<file path="src/rtl/txc_pes_rx.sv">
// PES-to-TXC descriptor receive FIFO with credit return and flush.
// Optional TXC_PES_RX_STATS_EN adds the stat_desc_cnt accepted-push counter.
module txc_pes_rx #(
  parameter int DEPTH  = 8,
  parameter int PORT_W = 4,
  parameter int LEN_W  = 14,
  localparam int AW    = $clog2(DEPTH),
  localparam int CW    = AW + 1,
  localparam int DW    = PORT_W + 3 + LEN_W
) (
  input  logic              clk,
  input  logic              rst_n,
  input  logic              pes_vld,
  input  logic [PORT_W-1:0] pes_port,
  input  logic [2:0]        pes_tc,
  input  logic [LEN_W-1:0]  pes_len,
  output logic              txc_vld,
  input  logic              txc_rdy,
  output logic [PORT_W-1:0] txc_port,
  output logic [2:0]        txc_tc,
  output logic [LEN_W-1:0]  txc_len,
  output logic [1:0]        crd_ret,
  input  logic              flush_req,
  output logic              flush_done,
  output logic              err_ovf,
  output logic [CW-1:0]     fifo_cnt
`ifdef TXC_PES_RX_STATS_EN
  ,
  output logic [31:0]       stat_desc_cnt
`endif
);

  typedef enum logic {
    S_RUN   = 1'b0,
    S_FLUSH = 1'b1
  } state_t;

  state_t          r_state;
  logic [DW-1:0]   r_mem [DEPTH];
  logic [AW-1:0]   r_wr;
  logic [AW-1:0]   r_rd;
  logic [CW-1:0]   r_cnt;
  logic [1:0]      r_crd;
  logic            r_done;
  logic            r_ovf;

  logic            w_run;
  logic            w_empty;
  logic            w_full;
  logic            w_pop;
  logic            w_push;
  logic            w_drop;
  logic            w_disc;
  logic [1:0]      w_crd;

  assign w_run   = (r_state == S_RUN);
  assign w_empty = (r_cnt == '0);
  assign w_full  = (r_cnt == CW'(DEPTH));
  assign txc_vld = w_run && !w_empty;

  // In FLUSH the head drains unconditionally, one entry per cycle.
  assign w_pop  = w_run ? (txc_vld && txc_rdy) : !w_empty;
  assign w_push = w_run && pes_vld && (!w_full || w_pop);
  assign w_drop = w_run && pes_vld && w_full && !w_pop;
  assign w_disc = !w_run && pes_vld;
  assign w_crd  = {1'b0, w_pop} + {1'b0, w_disc};

  assign {txc_port, txc_tc, txc_len} = r_mem[r_rd];

  assign crd_ret    = r_crd;
  assign flush_done = r_done;
  assign err_ovf    = r_ovf;
  assign fifo_cnt   = r_cnt;

  always_ff @(posedge clk) begin
    if (w_push) r_mem[r_wr] <= {pes_port, pes_tc, pes_len};
  end

  always_ff @(posedge clk or negedge rst_n) begin
    if (!rst_n) begin
      r_wr  <= '0;
      r_rd  <= '0;
      r_cnt <= '0;
      r_crd <= '0;
      r_ovf <= 1'b0;
    end else begin
      if (w_push) r_wr <= r_wr + 1'b1;
      if (w_pop)  r_rd <= r_rd + 1'b1;
      r_cnt <= r_cnt + CW'(w_push) - CW'(w_pop);
      r_crd <= w_crd;
      if (w_drop) r_ovf <= 1'b1;
    end
  end

  always_ff @(posedge clk or negedge rst_n) begin
    if (!rst_n) begin
      r_state <= S_RUN;
      r_done  <= 1'b0;
    end else begin
      r_done <= 1'b0;
      case (r_state)
        S_RUN: begin
          if (flush_req) r_state <= S_FLUSH;
        end
        S_FLUSH: begin
          if (w_empty) begin
            r_state <= S_RUN;
            r_done  <= 1'b1;
          end
        end
        default: r_state <= S_RUN;
      endcase
    end
  end

`ifdef TXC_PES_RX_STATS_EN
  logic [31:0] r_stat;

  always_ff @(posedge clk or negedge rst_n) begin
    if (!rst_n)      r_stat <= '0;
    else if (w_push) r_stat <= r_stat + 32'd1;
  end

  assign stat_desc_cnt = r_stat;
`endif

endmodule

</file>
<file path="config.mk">
export PLATFORM = sky130hd
export DESIGN_NAME = txc_pes_rx
export DESIGN_NICKNAME = d
export VERILOG_FILES = /design/src/rtl/txc_pes_rx.sv
export SDC_FILE = /design/constraint.sdc
export NUM_CORES = 1
export LEC_CHECK = 0
export ABC_AREA = 1
export CORE_UTILIZATION = 35
export DETAILED_ROUTE_END_ITERATION = 8
export GPL_ROUTABILITY_DRIVEN = 0
export PLACE_DENSITY = 0.59
export SLEW_MARGIN = 25
export SYNTH_ARGS = -nofsm -noshare
export SYNTH_HDL_FRONTEND = slang
export SYNTH_SLANG_ARGS = --single-unit
</file>
<file path="constraint.sdc">
create_clock -name clk -period 3 [get_ports clk]
set_clock_uncertainty 0.2 [all_clocks]
set_input_delay 0.3 -clock clk [delete_from_list [all_inputs] [get_ports clk]]
set_output_delay 0.3 -clock clk [all_outputs]
set_load 0.02 [all_outputs]
</file>
==> run summary <==
Status - completed
Gate Count Post-Synth - 660
Worst-Skew Late Latency - 0.42 ns
Layout Cells excl Fill - 1006
TritonCTS clock tree - yes
R2R Path End - r_mem[2][19]$_DFFE_PP_
Post-synthesis sequential area ratio - 71.5%
Post-synth top area share - 66.5%
Post-DRT Antenna Nets - 0
I/O Buffers - 55
Core area - 21200 sq um
Global-route wire length before repair - 25.0 mm
Max-slew violations - 0
Final min period - 2.82 ns
Largest area contributor in the netlist - edfxtp_1
Crit Path Max Fanout - 53
Max Cap Viol - 0
Die Ht - 149 um
Placed Cells - 973
Synth unique cells - 25
Gr usage total - 15.1%
Setup TNS - 0 ns
Most frequent cells after synthesis - nand2_1 (209), edfxtp_1 (168), nor2_1 (80)
Avg Cell Area, Syn - 11.5 sq um
Area delta synth->final - 19.5%
I/O pins - 56
Largest cells by area after synthesis - edfxtp_1 (67%), nand2_1 (10%), dfrtp_1 (4.9%)
Final hold violation count - 0
Nature of the critical path startpoint - register
Worst relative slew slack - 52.5%
CP startpoint - r_rd[0]$_DFFE_PN0P_
Via-to-Cell Ratio - 4.64
Synth Flop Type - edfxtp_1
Die area - 22300 sq um
Routed WL - 15.9 mm
Worst slew pin tran - 0.710 ns
Clock Tree Buf Depth - 2
Initial antenna violation count - 0
DRC errors left - 0
Final period util - 93.9%
Share of layout cells above drive strength 1 - 8.07%
WS Path Type - register to output pin
Avg WL per Cell - 15.8 um
Met3 usage - 2.91%
Antenna cells - 0
Die W - 149 um
YS warnings - 0
CTS clk-pin slew, worst paths - 0.07 ns
Post-Syn Area - 7580 sq um
Register bit total from synthesis - 183
Reg2reg start - fifo_cnt[2]$_DFF_PN0_
Fmax - 0.355 GHz
Iteration count of the initial detailed-routing pass - 4
Site row count - 53
Grt met2 use - 25.0%
Leakage Power - 3.42 nW
GR Overflow Total - 0
CTS sink cnt - 183
Synth async-reset ratio - 8.20%
Clock root cell - clkbuf_16
Largest net degree at the start of global routing - 107
Count leader, synth - nand2_1
Num CTS Buffers - 17
Starting Density - 35.8%
R2R setup slack - 0.75 ns
Post-synth net total - 695
Worst vdd ir - 0.521 mV
Hold WC Path Type - primary input to asynchronous set/reset pin
Number of global-route vias before repair - 4518
Initial DRC count - 363
Routed via count - 4667
Final setup vio count - 0
CP endpoint - txc_len[5]
Unrepaired setup endpoints after global routing - false
Met1 Use GR - 19.3%
CP Capture Type - output pin
Critical Path RT - 2.50 ns
Global route hottest layer - met2
CTS H-tree depth - 4
Worst-case reg-to-reg path depth - 8
EDFF count, synth - 168
Power Density - 962 nW/um^2
CTS Hold Buffers Added - 0
CP arrival - 2.32 ns
# nets final - 753
Hpwl dp - 8.70 mm
## layout make-up
| type | count | area [sq um] |
|---|---|---|
| repair buffers | 72 | 756 |
| flip-flops and latches | 183 | 5420 |
| fillers | 1937 | 12100 |
| multi-input cells | 403 | 1830 |
| clock buffers | 22 | 444 |
| inverters | 41 | 161 |
| well taps | 275 | 344 |
| clock inverters | 10 | 105 |
## where the power goes
group	internal (mW)	switching, mW
Clock	1.22	0.884
Combinational	1.37	2.14
Sequential	2.97	0.131
Total	5.56	3.16
## repair_timing
| item | in CTS | in global routing |
|---|---|---|
| endpoints found under the setup margin | 0 | 14 |
| gates resized for setup | 0 | 4 |
| hold endpoints to repair | 0 | 0 |
| setup buffers | 0 | 0 |
## through the flow
stage                     hold WS [ns]  cell area, sq um  setup WS, ns  utilization, %  power (mW)
after detailed placement         0.262              8470         0.559            40.1        6.65
final                           0.0990              9060         0.182            42.8        8.72
after CTS                        0.129              9020        0.0926            42.7        8.75
after global routing             0.162              9060        0.0135            42.8        9.32
after floorplan                 -0.196              7580         0.313               -        5.39
after global placement           0.261              8470         0.563            40.1        6.62
## cells in the final DEF (no fill, tap or decap), types with 13 or more instances in the layout
| cell type | instances |
|---|---|
| nand2_1 | 209 |
| clkbuf_16 | 18 |
| inv_1 | 38 |
| dfrtp_1 | 13 |
| o211ai_1 | 21 |
| o21ai_1 | 16 |
| edfxtp_1 | 168 |
| clkdlybuf4s50_1 | 54 |
| o21ai_0 | 49 |
| nor2_1 | 72 |
## metal layers
| metal | share of wire [%] | up-vias |
|---|---|---|
| li1 | - | 2335 |
| met1 | 44 | 2219 |
| met2 | 50 | 89 |
| met3 | 3.9 | 24 |
| met4 | 1.9 | 0 |
| met5 | 0 | - |
## sequential cells by signal, summed over array words and instances (netlist names)
signal      cells
flush_done      1
fifo_cnt        4
err_ovf         1
r_state         1
r_mem         168
r_rd            3
r_wr            3
crd_ret         2
## critical path, stage by stage, from the launching register on
cell and delay (ns):
dfrtp_2 0.51, buf_16 0.27, nor2_1 0.08, nor2_1 0.10
o21ai_0 0.09, nand2_1 0.07, nand2_1 0.06, nand2_1 0.10
clkdlybuf4s50_1 0.61
## cell families after synthesis
kind of cell	after synthesis	share of synthesized area, %
simple gates	301	15.2
compound gates	88	6.53
buf+inv	74	4.67
fa+ha+maj	9	1.58
xor+xnor	5	0.578
flops	183	71.5
## worst min path at each step
stage / from / endpoint / slack (ns) / cells after the start
after global routing: rst_n / fifo_cnt[3]$_DFF_PN0_ / 0.16 / 1
after detailed placement: err_ovf$_DFFE_PN0P_ / err_ovf$_DFFE_PN0P_ / 0.26 / 1
after global placement: err_ovf$_DFFE_PN0P_ / err_ovf$_DFFE_PN0P_ / 0.26 / 1
after CTS: rst_n / fifo_cnt[2]$_DFF_PN0_ / 0.13 / 1
after floorplan: rst_n / crd_ret[0]$_DFF_PN0_ / -0.20 / 0
final: rst_n / fifo_cnt[2]$_DFF_PN0_ / 0.1 / 1
Note: power is estimated with default switching activity, not from simulation.
